===== src/rtl/ttl_pkg.sv =====
// Shared definitions for the lab TTL library models.
// Provides the nibble type and the nibble terminal value.
package ttl_pkg;

    typedef logic [3:0] nibble_t;

    localparam nibble_t NIBBLE_MAX = 4'hF;

endpackage


===== src/rtl/ic74161_counter_core.sv =====
// Generic synchronous binary counter with async clear, sync load,
// dual count enables and a combinational terminal count.
// Ports: clk, rst_n (async, active-low), load_n (sync, active-low),
//        en_p/en_t (count enables), d (load data), q (count), tc.
module counter_core #(
    parameter int WIDTH = 4
) (
    input  logic             clk,
    input  logic             rst_n,
    input  logic             load_n,
    input  logic             en_p,
    input  logic             en_t,
    input  logic [WIDTH-1:0] d,
    output logic [WIDTH-1:0] q,
    output logic             tc
);

    logic             cnt_en;
    logic [WIDTH-1:0] q_inc;
    logic [WIDTH-1:0] q_nxt;

    assign cnt_en = en_p & en_t;
    assign q_inc  = q + 1'b1;

    // Ternaries rather than a case decoder so an X control
    // merges the candidate values and shows up as X on q.
    assign q_nxt = load_n ? (cnt_en ? q_inc : q) : d;

    always_ff @(posedge clk or negedge rst_n) begin
        if (!rst_n) begin
            q <= '0;
        end else begin
            q <= q_nxt;
        end
    end

    // Combinational, so it rises in the same cycle q reaches
    // all-ones; en_t gating lets stages ripple-cascade.
    assign tc = en_t & (q == {WIDTH{1'b1}});

endmodule


===== src/rtl/ic74161.sv =====
// 74161 4-bit synchronous binary counter, ports named by DIP pin.
// pin_2 CP, pin_1 MR_n, pin_3..6 D0..D3, pin_7 CEP, pin_9 PE_n,
// pin_10 CET, pin_14..11 Q0..Q3, pin_15 TC.
module ic74161
    import ttl_pkg::*;
(
    input  logic pin_1,
    input  logic pin_2,
    input  logic pin_3,
    input  logic pin_4,
    input  logic pin_5,
    input  logic pin_6,
    input  logic pin_7,
    input  logic pin_9,
    input  logic pin_10,
    output logic pin_11,
    output logic pin_12,
    output logic pin_13,
    output logic pin_14,
    output logic pin_15
);

    nibble_t d;
    nibble_t q;

    assign d = {pin_6, pin_5, pin_4, pin_3};

    counter_core #(
        .WIDTH (4)
    ) u_core (
        .clk    (pin_2),
        .rst_n  (pin_1),
        .load_n (pin_9),
        .en_p   (pin_7),
        .en_t   (pin_10),
        .d      (d),
        .q      (q),
        .tc     (pin_15)
    );

    assign {pin_11, pin_12, pin_13, pin_14} = q;

endmodule


===== config.mk =====
export PLATFORM = sky130hd
export DESIGN_NAME = ic74161
export DESIGN_NICKNAME = d
export VERILOG_FILES = /design/src/rtl/ttl_pkg.sv /design/src/rtl/ic74161_counter_core.sv /design/src/rtl/ic74161.sv
export SDC_FILE = /design/constraint.sdc
export NUM_CORES = 1
export LEC_CHECK = 0
export ABC_CLOCK_PERIOD_IN_PS = 2200
export CELL_PAD_IN_SITES_DETAIL_PLACEMENT = 0
export CELL_PAD_IN_SITES_GLOBAL_PLACEMENT = 2
export CORE_AREA = 2 2 39 41
export DETAILED_ROUTE_END_ITERATION = 10
export DIE_AREA = 0 0 41 43
export PLACE_DENSITY = 0.78
export SLEW_MARGIN = 10
export SYNTH_ARGS = -nofsm -noshare
export SYNTH_HDL_FRONTEND = slang
export SYNTH_SLANG_ARGS = --single-unit

===== constraint.sdc =====
create_clock -name pin_2 -period 2.2 [get_ports pin_2]
set_clock_uncertainty 0.15 [all_clocks]
set_input_delay 0.44 -clock pin_2 [delete_from_list [all_inputs] [get_ports pin_2]]
set_output_delay 0.44 -clock pin_2 [all_outputs]
set_load 0.01 [all_outputs]

# --- Word level (Yosys, flattened, before mapping) ---
# Cells that the tools add are included.
op_classes:
  n_mux: 2
  bitwise_logic: 2
  n_eq_ne: 2
  addsub: 1
op_table:
  columns: ["operator", "n"]
  rows:
  - ["two-way mux 4 bit", 2]
  - ["adder 4 x 1 -> 4 bit, second input constant", 1]
  - ["== test 4 bit, second input constant", 1]
  - ["AND 1 bit", 2]
  - ["!= test 2 x 1 -> 1 bit, second input constant", 1]
totals:
  in_bits: 9
  reg_bits: 4
  wordCells: 8
  out_inout_bits: 5

# --- Logic depth before layout (Yosys ltp) ---
# Gate-level depths: netlist of run 1.
depth:
  depth_word: 3
  depth_mapped: 4
  mapped_depth_nobuf: 4

# --- Least setup slack after synthesis of run 1 ---
# Ideal clock, no wire load.
synth_timing:
  path_type: "reg2out"
  from: "reg u_core.q[1]"
  to: "out pin_15"
  path_stages_with_launch: 3
  arrival_time_ps: 824
  required_time_ps: 1610
  path_slack_ps: 786
  path_buffers: 0
  path_cell_list: "dfrtp_1 ha_1 and4_2"
synth_via:
  elab_chain_len: 2
synth_lines:
  columns: ["element", "line_no", "rtl"]
  rows:
  - ["from (decl)", "ic74161_counter_core.sv:14", "output logic [WIDTH-1:0] q,"]
  - ["from (signal assigned)", "ic74161_counter_core.sv:33", "q <= q_nxt;"]
  - ["== test 4 bit", "ic74161_counter_core.sv:39", "assign tc = en_t & (q == {WIDTH{1'b1}});"]
  - ["AND 1 bit", "ic74161_counter_core.sv:39", null]
  - ["to (decl)", "ic74161.sv:20", "output logic pin_15"]
# Every way passes these cells.

# --- Worst setup path in the final report of run 1 ---
layout_timing:
  from: "in pin_10"
  to: "out pin_15"
layout_via:
  elab_chain_len: 1
layout_lines:
  columns: ["element", "line_no", "rtl"]
  rows:
  - ["from (decl)", "ic74161.sv:15", "input logic pin_10,"]
  - ["AND 1 bit", "ic74161_counter_core.sv:39", null]
# Every way passes these cells.

==> summary.md, run 1 <==
| Metric | Value |
|---|---|
| Startpoint Class | primary input |
| Max reg flops | 4 |
| Max Cap Viol | 0 |
| DP Worst Slack | -0.03582 ns |
| Antenna violations before repair | 0 |
| Core area | 1384 sq um |
| Final antenna-violating net count | 0 |
| CTS max path bufs | 2 |
| GR Overflow Total | 0 |
| DR pass1 iterations | 1 |
| Hold Slack | 0.2626 ns |
| Synthesized area per cell | 9.466 sq um |
| Slew @ Worst Pin | around 0.27 ns |
| Seq/Total Area, Yosys | 45.98% |
| Site Rows | 14 |
| Post-cts hold buffer count | 0 |
| Status | finished, final reports clean |
| Vias in the first global route | 208 |
| Via count | 224 |
| Hold Path Class | primary input to async pin |
| Setup crit end kind | primary output |
| Synth unique cells | 13 |
| Diodes inserted | 0 |
| DR vias/cell | 4.073 |
| Required time of the critical path | 1.61 ns |
| Final net count | 51 |
| Clk_lat worst skew | 0.23 ns |
| Worst vdd ir | 278.6 uV |
| Worst-path cell chain | clkdlybuf4s50_1, and4_2, dlygate4sd2_1 |
| CP max stage cell | clkdlybuf4s50_1 |
| PostCTS Resize Cnt | 1 |
| Commonest non-fill, non-tap cell in the layout | clkdlybuf4s50_1 |
| Clock Sinks | 4 |
| Wire length per cell | 9.073 microns |
| Power per Cell Area | 625.8 nW/um^2 |
| Crit path max-delay family | buffers and inverters |
| Final Max Slew Viols | 0 |
| Width of the die | 41 microns |
| Synth Register Bits | 4 |
| Highest-count cells in the layout ignoring fill and taps | clkdlybuf4s50_1, nor2_1, dfrtp_1 |
| Die area | around 1800 sq um |
| Fin cells | 55 |
| Fin util | ~28% |
| CP Max Fanout | 2 |
| CTS clk-pin slew, worst paths | 0.04 ns |
| Cell area after synthesis | 217.7 sq um |
| RSZ-0062 raised after global routing | false |
| Largest Register | u_core.q |
| Final setup margin | approximately 0.24 ns |
| CP Class | primary input to primary output |
| Fin area | 392.9 sq um |
| Clock buffer count from CTS | 3 |
| Layout cell share with drive strength beyond 1 | 15.38% |
| Final RePlAce weighted congestion | between 0.6 and 0.7 |
| First-pass GRT wire length | 814 microns |
| Placed Area | 371.6 sq um |
| Syn Inst Count | 23 |
| TritonCTS clock tree | built |
| Synth warn | 0 |
| Drt total wl | 499 microns |
| Endpoints failing setup | 0 |
| Post-CTS setup buffers | 0 |
| CP peak stage delay | between 0.4 and 0.5 ns |
| CTS H-tree depth | 1 |
| Final hold violation count | 0 |
| Worst Path Buf+Inv | 2 |
| DR iter-0 viols | 0 |
| Post-route minimum period | 1.962 ns |
| Ports | 14 |
| Inst Count DP | 52 |
| CP arrival | 1.37 ns |
| P&R area growth vs syn | 80.46% |
| Max_slew headroom | 81.66% |
| Pin count of the biggest net entering global routing | 9 |
| Initial Util | 15.73% |
| Root buffer cell | clkbuf_4 |
| Top flop regs | u_core.q (4) |
| Die H | 43 microns |
| Power Total | 0.2458 mW |
| Gr usage total | 6.977% |
| Final period util | 89.17% |
| Maximum clock frequency | 509.8 MHz |
| LEAKAGE | about 0.16 nW |
| PortBufs | 13 |
| Drt drc | 0 |
| Setup TNS | 0 ns |
| Post-synth net total | 33 |
[kinds of logic after synthesis]
group	count (synthesis)	synth area share (%)
multiplexers	1	4.598
buffers and inverters	1	1.722
XOR/XNOR	2	8.047
flip-flops	4	45.98
AND/OR/NAND/NOR	9	21.84
adder cells (fa/ha/maj)	1	5.746
AO/OA/AOI/OAI	5	12.07
[per-layer routing]
metal | up-vias | wire [microns] | global-route usage (%) | share of wire (%)
li1 | 114 | - | - | -
met1 | 99 | 212 | 8.882 | 42
met2 | 11 | 224 | 9.375 | 45
met3 | 0 | 62 | 6.283 | 12
met4 | 0 | 0 | 0 | 0
met5 | - | 0 | 0 | 0
[layout make-up]
| type | instances | area [sq um] |
|---|---|---|
| fill | 158 | 991.0 |
| tap | 16 | 20.02 |
| multi-input combinational | 18 | 113.9 |
| clock buffer | 3 | 22.52 |
| timing repair buffer | 14 | 136.4 |
| sequential | 4 | 100.1 |
[worst paths after layout]
path                                   from     endpoint  slack, ns  depth (start not counted)
min in group pin_2              u_core.q[3]  u_core.q[3]       0.47                          2
worst min-delay path                  pin_1  u_core.q[2]       0.26                          1
worst min register to register  u_core.q[3]  u_core.q[3]       0.47                          2
worst max-delay path                 pin_10       pin_15       0.24                          3
max in group asynchronous             pin_1  u_core.q[1]       1.47                          1
worst max register to register  u_core.q[1]  u_core.q[2]       0.97                          4
[synth_stat cells]
master    count  share of area (%)
ha_1          1                5.7
a21oi_1       3                6.9
a31oi_1       1                2.9
dfrtp_1       4                 46
or3_1         1                2.9
xor2_1        2                8.0
o21ai_0       1                2.3
nand3_1       2                4.6
nand2_2       1                2.9
clkbuf_1      1                1.7
mux2i_1       1                4.6
and4_2        1                4.6
nor2_1        4                6.9
[where the power goes]
group          leakage, nW  total (mW)  switching (mW)  internal (mW)
combinational        0.105      0.0663          0.0251         0.0411
sequential          0.0448      0.0924         0.00963         0.0827
clock               0.0138      0.0872          0.0264         0.0608
Note: power is estimated with default switching activity, not from simulation.
==> run 2: changes to the inputs <==
CAP_MARGIN = 15   (was default)
GPL_TIMING_DRIVEN = 0   (was default)
==> run 2 against run 1 <==
  * Sequential power about the same
  * Flip-flop and latch count unchanged
  * Power decreased by 0.18%
  * First-iteration DRC count increased by 7
  * Clock power increased by 3.2%
  * Maximum frequency decreased by 2.9%
  * Cell count decreased by 1.8%
  * Global-route usage increased by 0.60 points
  * Routed wire length increased by 3.4%
  * Sequential share of layout area increased by 0.92 points
  * Non-clock buffer count decreased by 1
  * Critical path type unchanged
==> summary.md, run 2 (synthesis gave the netlist of run 1 again) <==
| Metric | Value |
|---|---|
| Fin area | 379.1 sq um (-3.5%) |
| Root buffer cell | clkbuf_4 |
| CP Class | primary input to primary output |
| Wire length per cell | 9.556 microns (+5.3%) |
| RSZ-0062 raised after global routing | false |
| Clk_lat worst skew | 0.24 ns (about the same) |
| PostCTS Resize Cnt | 1 (unchanged) |
| Max layer used | met3 |
| Power per Cell Area | 647.3 nW/um^2 (+3.4%) |
| Max_slew headroom | 78.70% (-3.0 points) |
| Internal power | 0.1824 mW (-1.2%) |
| Fillers | 160 (+1.3%) |
| Layout cell share with drive strength beyond 1 | 13.16% (-2.2 points) |
| Final period util | 91.79% (+2.6 points) |
| CTS H-tree depth | 1 (unchanged) |
| DP Worst Slack | -0.08936 ns (-0.05354 ns) |
| Final setup margin | 0.1805 ns (-0.05779 ns) |
| Required time of the critical path | 1.61 ns (about the same) |
| Clock network power share | 36.7% (+1.2 points) |
| Logic gate share of total power | 25.8% (-1.2 points) |
| Setup crit end kind | primary output |
| Final antenna-violating net count | 0 (unchanged) |
| Final hold violation count | 0 (unchanged) |
| Worst vdd ir | 254.7 uV (-8.6%) |
| Post-cts hold buffer count | 0 (unchanged) |
| Worst-path cell chain | clkdlybuf4s50_1, and4_2, dlygate4sd2_1 |
| Wire length on met3 | 56 microns (-9.7%) |
| Core area | 1384 sq um (unchanged) |
| P&R area growth vs syn | 74.14% |
| Endpoints failing setup | 0 (unchanged) |
| Top flop regs | u_core.q (4) |
| Initial Util | 15.73% (unchanged) |
| LEAKAGE | 0.1564 nW (-4.6%) |
| Clock Sinks | 4 (unchanged) |
| Final RePlAce weighted congestion | 0.6226 (-3.9%) |
| Die area | 1763 sq um (unchanged) |
| Fin util | 27.40% (-0.99 points) |
| CTS clk-pin slew, worst paths | 0.04 ns (about the same) |
| Clock buffer count from CTS | 3 (unchanged) |
| Setup TNS | 0 ns (unchanged) |
| Highest-count cells in the layout ignoring fill and taps | clkdlybuf4s50_1, nor2_1, dfrtp_1 |
| Ports | 14 (unchanged) |
| Post-route minimum period | 2.019 ns (+0.05779 ns) |
| Maximum clock frequency | 495.2 MHz (-2.9%) |
| Startpoint Class | primary input |
| Commonest non-fill, non-tap cell in the layout | clkdlybuf4s50_1 |
| Final net count | 50 (-2.0%) |
| Drt drc | 0 (unchanged) |
| Placed Area | 357.8 sq um (-3.7%) |
| Routed met2 length | 212 microns (-5.4%) |
| GR Overflow Total | 0 (unchanged) |
| CP peak stage delay | 0.51 ns (+0.04 ns) |
| Pin count of the biggest net entering global routing | 9 (unchanged) |
| First-pass GRT wire length | 855 microns (+5.0%) |
| Via count | 208 (-7.1%) |
| Post-CTS setup buffers | 0 (unchanged) |
| CTS max path bufs | 2 (unchanged) |
| Antenna violations before repair | 0 (unchanged) |
| Max Cap Viol | 0 (unchanged) |
| Flop2flop setup slack | 0.99 ns (+0.02 ns) |
| Inst Count DP | 51 (-1.9%) |
| Reg-to-reg critical path endpoint | u_core.q[2] |
| Final Max Slew Viols | 0 (unchanged) |
| CP arrival | 1.43 ns (+0.06 ns) |
| PortBufs | 12 (-1) |
| Hold Path Class | primary input to async pin |
| CP Max Fanout | 3 (+1) |
| Status | finished, final reports clean |
| DR iter-0 viols | 7 (+7) |
| Fin cells | 54 (-1.8%) |
| Drt total wl | 516 microns (+3.4%) |
| Gr usage total | 7.576% (+0.60 points) |
| Psw | 0.06301 mW (+3.0%) |
| DR vias/cell | 3.852 (-5.4%) |
| DR pass1 iterations | 3 (+2) |
| Reg2Reg Depth | 4 (unchanged) |
| Diodes inserted | 0 (unchanged) |
| TritonCTS clock tree | built |
| Worst r2r src | u_core.q[1] |
| Site Rows | 14 (unchanged) |
| Largest Register | u_core.q |
| WL met1 | 248 microns (+17%) |
| Vias in the first global route | 202 (-2.9%) |
| CP max stage cell | clkdlybuf4s50_1 |
| Max reg flops | 4 (unchanged) |
| Width of the die | 41 microns (unchanged) |
| Sequential Power Share | 37.5% (about the same) |
| Switch share | 25.67% (+0.78 points) |
| Slew @ Worst Pin | 0.3196 ns (+0.04535 ns) |
| Die H | 43 microns (unchanged) |
## run 2: changes by cell type in the layout (fill, tap and decap cells not counted)
cell             delta
clkbuf_1            +1
buf_4               -1
clkdlybuf4s50_1     -1
## run 2: cell type report
type                       count  area [sq um]  share of cell area, %
multi-input combinational     18         113.9                  30.03
clock buffer                   3         22.52                  5.941
timing repair buffer          12         118.9                  31.35
sequential                     4         100.1                  26.40
tap                           16         20.02                  5.281
buffer                         1         3.754                 0.9901
## run 2: power by group through the flow
stage	Combinational (mW)	Clock (mW)	Sequential (mW)
3_3_place_gp	0.0645	0	0.0930
4_1_cts	0.0643	0.0968	0.0926
5_1_grt	0.0702	0.102	0.0935
3_5_place_dp	0.0648	0	0.0935
2_1_floorplan	0.0227	0	0.0958
6_report	0.0633	0.0900	0.0921
## run 2: per-stage QoR
step           hold slack, ns  total power [mW]
5_1_grt                0.2635            0.2660
3_3_place_gp           0.4397            0.1575
3_5_place_dp           0.4478            0.1584
6_report               0.2524            0.2454
2_1_floorplan       -0.005591            0.1184
4_1_cts                0.2481            0.2537
## run 2: how the worst max path moves through the flow
stage | cells past startpoint | endpoint | from | slack [ns]
after floorplan | 2 | pin_15 | u_core.q[1] | 0.79
after global placement | 3 | pin_15 | pin_10 | -0.09
after detailed placement | 3 | pin_15 | pin_10 | -0.09
after CTS | 3 | pin_15 | pin_10 | 0.18
after global routing | 3 | pin_15 | pin_10 | 0.14
final | 3 | pin_15 | pin_10 | 0.18
## run 2: metal layers
| metal | up-vias | track usage, % |
|---|---|---|
| li1 | 114 | - |
| met1 | 83 | 10.49 |
| met2 | 11 | 8.438 |
| met3 | 0 | 6.806 |
| met4 | 0 | 2.000 |
| met5 | - | 0 |
## run 2: worst max-delay path: cells and delay by family
family | cells | cell delay, ns
buf+inv | 2 | 0.77
simple gates | 1 | 0.22
